$ cat src/rtl/muldiv_unit.sv
// -----------------------------------------------------------------------------
// muldiv_unit
//   Iterative multiply/divide unit with HI/LO result registers. Sits beside the
//   EX-stage ALU. MULT/MULTU/DIV/DIVU take WIDTH+1 busy cycles: WIDTH
//   iterations plus one sign-correction/write-back cycle. MTHI/MTLO write a
//   result register in a single cycle and never raise busy or done.
//
//   Ports
//     clk          clock, all state changes on its rising edge
//     rst_n        asynchronous active-low reset
//     start        operation request, sampled only while not busy
//     op           000 MULT, 001 MULTU, 010 DIV, 011 DIVU, 100 MTHI, 101 MTLO,
//                  110/111 reserved (ignored)
//     a            rs operand (multiplicand / dividend / MTHI-MTLO source)
//     b            rt operand (multiplier / divisor)
//     flush        abort any in-flight operation; beats start in IDLE
//     busy         high while an iterative operation is in progress
//     done         one-cycle pulse when hi/lo take a multi-cycle result
//     div_by_zero  one-cycle pulse with done for DIV/DIVU with b == 0
//     hi, lo       HI and LO result registers
//
//   Parameter constraint: 2**CNT_W must be greater than WIDTH.
// -----------------------------------------------------------------------------
module muldiv_unit #(
   parameter int WIDTH = 32,
   parameter int CNT_W = 6
) (
   input  logic             clk,
   input  logic             rst_n,
   input  logic             start,
   input  logic [2:0]       op,
   input  logic [WIDTH-1:0] a,
   input  logic [WIDTH-1:0] b,
   input  logic             flush,
   output logic             busy,
   output logic             done,
   output logic             div_by_zero,
   output logic [WIDTH-1:0] hi,
   output logic [WIDTH-1:0] lo
);

   localparam logic [2:0]       OP_MTHI   = 3'b100;
   localparam logic [2:0]       OP_MTLO   = 3'b101;
   localparam logic [CNT_W-1:0] LAST_ITER = CNT_W'(WIDTH - 1);

   typedef enum logic [1:0] {
      IDLE   = 2'd0,
      CALC   = 2'd1,
      FINISH = 2'd2
   } state_t;

   state_t state_reg, state_next;

   // Shared accumulator: for multiply, upper half = partial product and lower
   // half = multiplier being shifted out; for divide, upper half = partial
   // remainder and lower half = dividend shifting out / quotient shifting in.
   logic [2*WIDTH-1:0] acc_reg;
   logic [WIDTH-1:0]   opnd_reg;     // multiplicand or divisor magnitude
   logic [CNT_W-1:0]   cnt_reg;
   logic               is_div_reg;
   logic               neg_lo_reg;   // product / quotient needs negation
   logic               neg_hi_reg;   // remainder needs negation
   logic               dbz_reg;      // divide by zero detected at accept
   logic [WIDTH-1:0]   hi_reg, lo_reg;
   logic               done_reg, dbz_out_reg;

   // ---------------------------------------------------------------- decode
   logic             op_is_iter, op_is_div, op_is_signed, b_is_zero;
   logic             a_neg, b_neg;
   logic [WIDTH-1:0] a_abs, b_abs;

   assign op_is_iter   = ~op[2];
   assign op_is_div    = op[1];
   assign op_is_signed = ~op[0];
   assign b_is_zero    = (b == '0);
   assign a_neg        = op_is_signed & a[WIDTH-1];
   assign b_neg        = op_is_signed & b[WIDTH-1];
   // -2^(W-1) maps onto itself, which reads correctly as an unsigned magnitude.
   assign a_abs        = a_neg ? -a : a;
   assign b_abs        = b_neg ? -b : b;

   // --------------------------------------------------------- control strobes
   logic accept, calc_step, finish_wr, mthi_wr, mtlo_wr;

   // ------------------------------------------------------------ state register
   always_ff @(posedge clk or negedge rst_n) begin
      if (!rst_n) begin
         state_reg <= IDLE;
      end else begin
         state_reg <= state_next;
      end
   end

   // ------------------------------------------------------------ next state
   always_comb begin
      state_next = state_reg;
      case (state_reg)
         IDLE: begin
            if (accept) begin
               // A zero divisor has nothing to iterate on: report it at once.
               state_next = (op_is_div && b_is_zero) ? FINISH : CALC;
            end
         end
         CALC: begin
            if (flush) begin
               state_next = IDLE;
            end else if (cnt_reg == LAST_ITER) begin
               state_next = FINISH;
            end
         end
         FINISH: begin
            state_next = IDLE;
         end
         default: begin
            state_next = IDLE;
         end
      endcase
   end

   // ------------------------------------------------------------ FSM outputs
   always_comb begin
      busy      = (state_reg != IDLE);
      accept    = (state_reg == IDLE) & start & ~flush & op_is_iter;
      mthi_wr   = (state_reg == IDLE) & start & ~flush & (op == OP_MTHI);
      mtlo_wr   = (state_reg == IDLE) & start & ~flush & (op == OP_MTLO);
      calc_step = (state_reg == CALC) & ~flush;
      finish_wr = (state_reg == FINISH) & ~flush;
   end

   // ------------------------------------------------------------ iteration step
   logic [WIDTH:0]     mul_sum, div_trial;
   logic [2*WIDTH-1:0] mul_step, div_step;

   always_comb begin
      // Shift-add: add multiplicand when the multiplier LSB is set, then shift
      // the whole accumulator right, keeping the carry as the new top bit.
      mul_sum  = {1'b0, acc_reg[2*WIDTH-1:WIDTH]}
               + (acc_reg[0] ? {1'b0, opnd_reg} : '0);
      mul_step = {mul_sum, acc_reg[WIDTH-1:1]};

      // Restoring divide: bring down the next dividend bit and trial-subtract.
      // No borrow means the subtraction sticks and the quotient bit is 1.
      div_trial = {acc_reg[2*WIDTH-1:WIDTH], acc_reg[WIDTH-1]} - {1'b0, opnd_reg};
      if (!div_trial[WIDTH]) begin
         div_step = {div_trial[WIDTH-1:0], acc_reg[WIDTH-2:0], 1'b1};
      end else begin
         div_step = {acc_reg[2*WIDTH-2:0], 1'b0};
      end
   end

   // ------------------------------------------------------------ sign fix-up
   logic [2*WIDTH-1:0] prod_fix;
   logic [WIDTH-1:0]   quo_fix, rem_fix, res_hi, res_lo;

   always_comb begin
      prod_fix = neg_lo_reg ? -acc_reg : acc_reg;
      quo_fix  = neg_lo_reg ? -acc_reg[WIDTH-1:0] : acc_reg[WIDTH-1:0];
      rem_fix  = neg_hi_reg ? -acc_reg[2*WIDTH-1:WIDTH] : acc_reg[2*WIDTH-1:WIDTH];
      res_hi   = is_div_reg ? rem_fix : prod_fix[2*WIDTH-1:WIDTH];
      res_lo   = is_div_reg ? quo_fix : prod_fix[WIDTH-1:0];
   end

   // ------------------------------------------------------------ datapath regs
   always_ff @(posedge clk or negedge rst_n) begin
      if (!rst_n) begin
         acc_reg    <= '0;
         opnd_reg   <= '0;
         cnt_reg    <= '0;
         is_div_reg <= 1'b0;
         neg_lo_reg <= 1'b0;
         neg_hi_reg <= 1'b0;
         dbz_reg    <= 1'b0;
      end else if (accept) begin
         // Multiply iterates over b, divide shifts a out of the lower half.
         acc_reg    <= op_is_div ? {{WIDTH{1'b0}}, a_abs} : {{WIDTH{1'b0}}, b_abs};
         opnd_reg   <= op_is_div ? b_abs : a_abs;
         cnt_reg    <= '0;
         is_div_reg <= op_is_div;
         neg_lo_reg <= a_neg ^ b_neg;
         neg_hi_reg <= a_neg;
         dbz_reg    <= op_is_div & b_is_zero;
      end else if (state_reg == CALC) begin
         if (calc_step) begin
            acc_reg <= is_div_reg ? div_step : mul_step;
         end
         // Counter returns to zero whenever CALC is left.
         if (flush || cnt_reg == LAST_ITER) begin
            cnt_reg <= '0;
         end else begin
            cnt_reg <= cnt_reg + 1'b1;
         end
      end
   end

   // ------------------------------------------------------------ HI / LO
   always_ff @(posedge clk or negedge rst_n) begin
      if (!rst_n) begin
         hi_reg <= '0;
         lo_reg <= '0;
      end else begin
         if (finish_wr && !dbz_reg) begin
            hi_reg <= res_hi;
            lo_reg <= res_lo;
         end
         if (mthi_wr) begin
            hi_reg <= a;
         end
         if (mtlo_wr) begin
            lo_reg <= a;
         end
      end
   end

   // ------------------------------------------------------------ status pulses
   always_ff @(posedge clk or negedge rst_n) begin
      if (!rst_n) begin
         done_reg    <= 1'b0;
         dbz_out_reg <= 1'b0;
      end else begin
         done_reg    <= finish_wr;
         dbz_out_reg <= finish_wr & dbz_reg;
      end
   end

   assign done        = done_reg;
   assign div_by_zero = dbz_out_reg;
   assign hi          = hi_reg;
   assign lo          = lo_reg;

endmodule
$ cat config.mk
export PLATFORM = sky130hd
export DESIGN_NAME = muldiv_unit
export DESIGN_NICKNAME = d
export VERILOG_FILES = /design/src/rtl/muldiv_unit.sv
export SDC_FILE = /design/constraint.sdc
export NUM_CORES = 1
export LEC_CHECK = 0
export ABC_AREA = 0
export BUFFER_PORTS_ARGS = -buffer_cell sky130_fd_sc_hd__buf_2
export CAP_MARGIN = 25
export CORE_MARGIN = 4
export CORE_UTILIZATION = 55
export CTS_BUF_LIST = sky130_fd_sc_hd__clkbuf_16
export DETAILED_ROUTE_END_ITERATION = 10
export PLACE_DENSITY_LB_ADDON = 0.08
export SLEW_MARGIN = 15
export SYNTH_ARGS = -nofsm -noshare
export SYNTH_HDL_FRONTEND = slang
export SYNTH_SLANG_ARGS = --single-unit
$ cat constraint.sdc
create_clock -name clk -period 5.2 [get_ports clk]
set_clock_uncertainty 0.15 [all_clocks]
set_input_delay 1.04 -clock clk [delete_from_list [all_inputs] [get_ports clk]]
set_output_delay 1.04 -clock clk [all_outputs]
set_load 0.05 [all_outputs]
==> impl_metrics.json <==
{
  "status": "finished, final reports clean",
  "syn_to_final_growth_pct": 10.9,
  "pre_cts_slack_ps": 551,
  "finalSetupViolations": 0,
  "syn_inst": 1885,
  "fillerInstances": 2425,
  "grtUsageTotal_pct": 35.1,
  "die_w_um": 172,
  "cp-start-kind": "register",
  "pin_count": 138,
  "synth_xor_area_share_pct": 9.97,
  "grt_pass1_vias": 14200,
  "root_buffer": "clkbuf_16",
  "largest_reg_flops": 64,
  "synth_seq_cells": 174,
  "layout_common_cells": "o21ai_0 (246), nand2_1 (194), dfrtp_1 (173), nor2_1 (152), buf_2 (136)",
  "relSlewSlack_pct": 32.2,
  "final_hold_viol_count": 0,
  "tritoncts": "done",
  "fin_tns_setup_ps": 0,
  "synth.distinct_cells": 69,
  "io_buffers": 137,
  "design.core.area_mm2": 0.0262,
  "powerDensity_mw_per_mm2": 596,
  "synth_warnings": 0,
  "syn_avg_cell_area_um2": 7.83,
  "hold_buffers": 0,
  "dp.cells": 2273,
  "synth_top_area_share_pct": 29.5,
  "drive_above_1_share_pct": 12.0,
  "cp_max_fo": 14,
  "viasPerCell": 6.66,
  "clock_sinks": 174,
  "p_total_mw": 9.75,
  "drt_iter0_markers": 1927,
  "leakage_nw": 7.12,
  "synth_top_family_by_area": "compound AO/OA/AOI/OAI gates",
  "report.final.slew_viol_count": 0,
  "antenna_cells": 0,
  "dp_hpwl_um": 39500,
  "period_needed_ps": 4720,
  "synth_top_area_cell": "dfrtp_1",
  "grt_setup_unrepaired": "false",
  "grt_first_pass_wirelength_um": 81400,
  "tightestPinTransition_ps": 1010,
  "async_flop_share_pct": 100,
  "clock_latency_ps": 450,
  "clock_tree.htree_level_count": 4,
  "clockBufferDepth": 2,
  "gr-total-overflow": 0,
  "ys.flop_type": "dfrtp_1",
  "timing.final.crit_share_pct": 90.8,
  "syn_area_mm2": 0.0148,
  "post_drt_wl_per_cell_um": 23.1,
  "hold_class": "register to register",
  "synthSimpleGateAreaFrac_pct": 17.5,
  "yosys.area_share.adder_pct": 6.12,
  "cts-resized-gates": 0,
  "final_common_cell": "o21ai_0",
  "worst_hold_slack_ps": 335,
  "yosys-top-cells-area": "dfrtp_1 (30%), o21ai_0 (8.3%), ha_1 (5.9%)",
  "dieArea_mm2": 0.0295,
  "grt_max_degree": 86,
  "critPathRequiredTime_ps": 5340,
  "synth_mux_area_share_pct": 3.27,
  "vias": 15400,
  "utilization_pct": 62.4,
  "reg2reg_slack_ps": 480,
  "final-instance-count-excl-fill": 2306,
  "post_cts_buffers": 0,
  "routabilityCongestion": 0.971,
  "finish.instance_area_mm2": 0.0164,
  "arrival_ps": 4860,
  "synth-seq-area-share_pct": 29.5,
  "grt_antenna_before_repair": 0,
  "routed_wl_um": 53200,
  "nets": 2100,
  "peakVddDrop_v": 0.000353,
  "drv_cap": 0,
  "place_area_mm2": 0.0158,
  "clkSlewWorstSetupHoldPaths_ps": 80,
  "rows": 59,
  "crit_type": "register to register",
  "drtPass1Iterations": 6,
  "worst_setup_path_end_kind": "register",
  "fmax_mhz": 212,
  "die_h_um": 172,
  "synth-compound-area-share_pct": 28.8,
  "fin_ws_ps": 478,
  "initial_core_util_pct": 56.3,
  "cts_buffers": 17,
  "synth-edff-count": 0,
  "ant_nets": 0,
  "drc": 0,
  "synth_nets": 2027
}
-- path summary, 6_finish.rpt --
kind	from	end	depth (start not counted)
max in group asynchronous	rst_n	opnd_reg[11]	2
worst min-delay path	lo[0]	lo[0]	2
worst min register to register	lo[0]	lo[0]	2
worst max-delay path	acc_reg[31]	acc_reg[48]	14
worst max register to register	acc_reg[31]	acc_reg[48]	14
min in group asynchronous	rst_n	acc_reg[43]	1
-- synthesized netlist by cell type (18+ instances only) --
| library cell | number |
|---|---|
| nor3_1 | 36 |
| nand2_1 | 194 |
| a22oi_1 | 79 |
| nor2_1 | 159 |
| ha_1 | 69 |
| o31ai_1 | 18 |
| inv_1 | 69 |
| a21o_1 | 22 |
| nand3_1 | 19 |
| o211ai_1 | 45 |
| nand2b_1 | 27 |
| mux2i_1 | 46 |
| or3_1 | 22 |
| dfrtp_1 | 174 |
| o21ai_0 | 246 |
| xor2_1 | 71 |
| o221ai_1 | 18 |
| clkbuf_1 | 102 |
| a21oi_1 | 135 |
| xnor2_1 | 97 |
-- power breakdown --
part / switching [mW] / internal, mW / leakage (nW)
clock network: 0.678 / 0.690 / 0.289
registers: 0.696 / 1.80 / 2.19
logic: 3.77 / 2.11 / 4.64
total: 5.15 / 4.60 / 7.12
-- kinds of logic after synthesis --
family                     after synthesis
AOI/OAI and AO/OA                      685
and+or+nand+nor                        552
buffers and inverters                  187
DFF                                    174
xor gates and xnor gates               168
adders and majority gates               71
muxes                                   48
-- worst max-delay path, stage by stage (launching register included) --
cell and delay, ps:
dfrtp_1 410, inv_1 110, ha_1 260, fa_1 400
nand2b_1 190, a21oi_1 150, a211oi_1 110, a31oi_1 450
a31oi_1 310, o31ai_1 660, xor2_4 430, buf_4 320
mux2_2 360, a22oi_1 140, o21ai_0 110
-- metal layers --
layer / part of all wire, % / wire length, um / track usage, % / up-vias
met5: 0 / 0 / 0 / -
met2: 44 / 23100 / 54.1 / 845
met3: 9.0 / 4760 / 5.42 / 124
met1: 44 / 23300 / 50.4 / 7364
li1: - / - / - / 7027
met4: 3.6 / 1930 / 12.5 / 0
-- layout make-up --
class	count	area, um^2	area share (%)
well taps	335	419	2.56
multi-input cells	1524	9750	59.6
inverters	69	259	1.58
clock inverters	15	173	1.06
clock buffers	17	425	2.60
repair buffers	172	987	6.03
flip-flops and latches	174	4360	26.6
(Power assumes the default switching activity.)
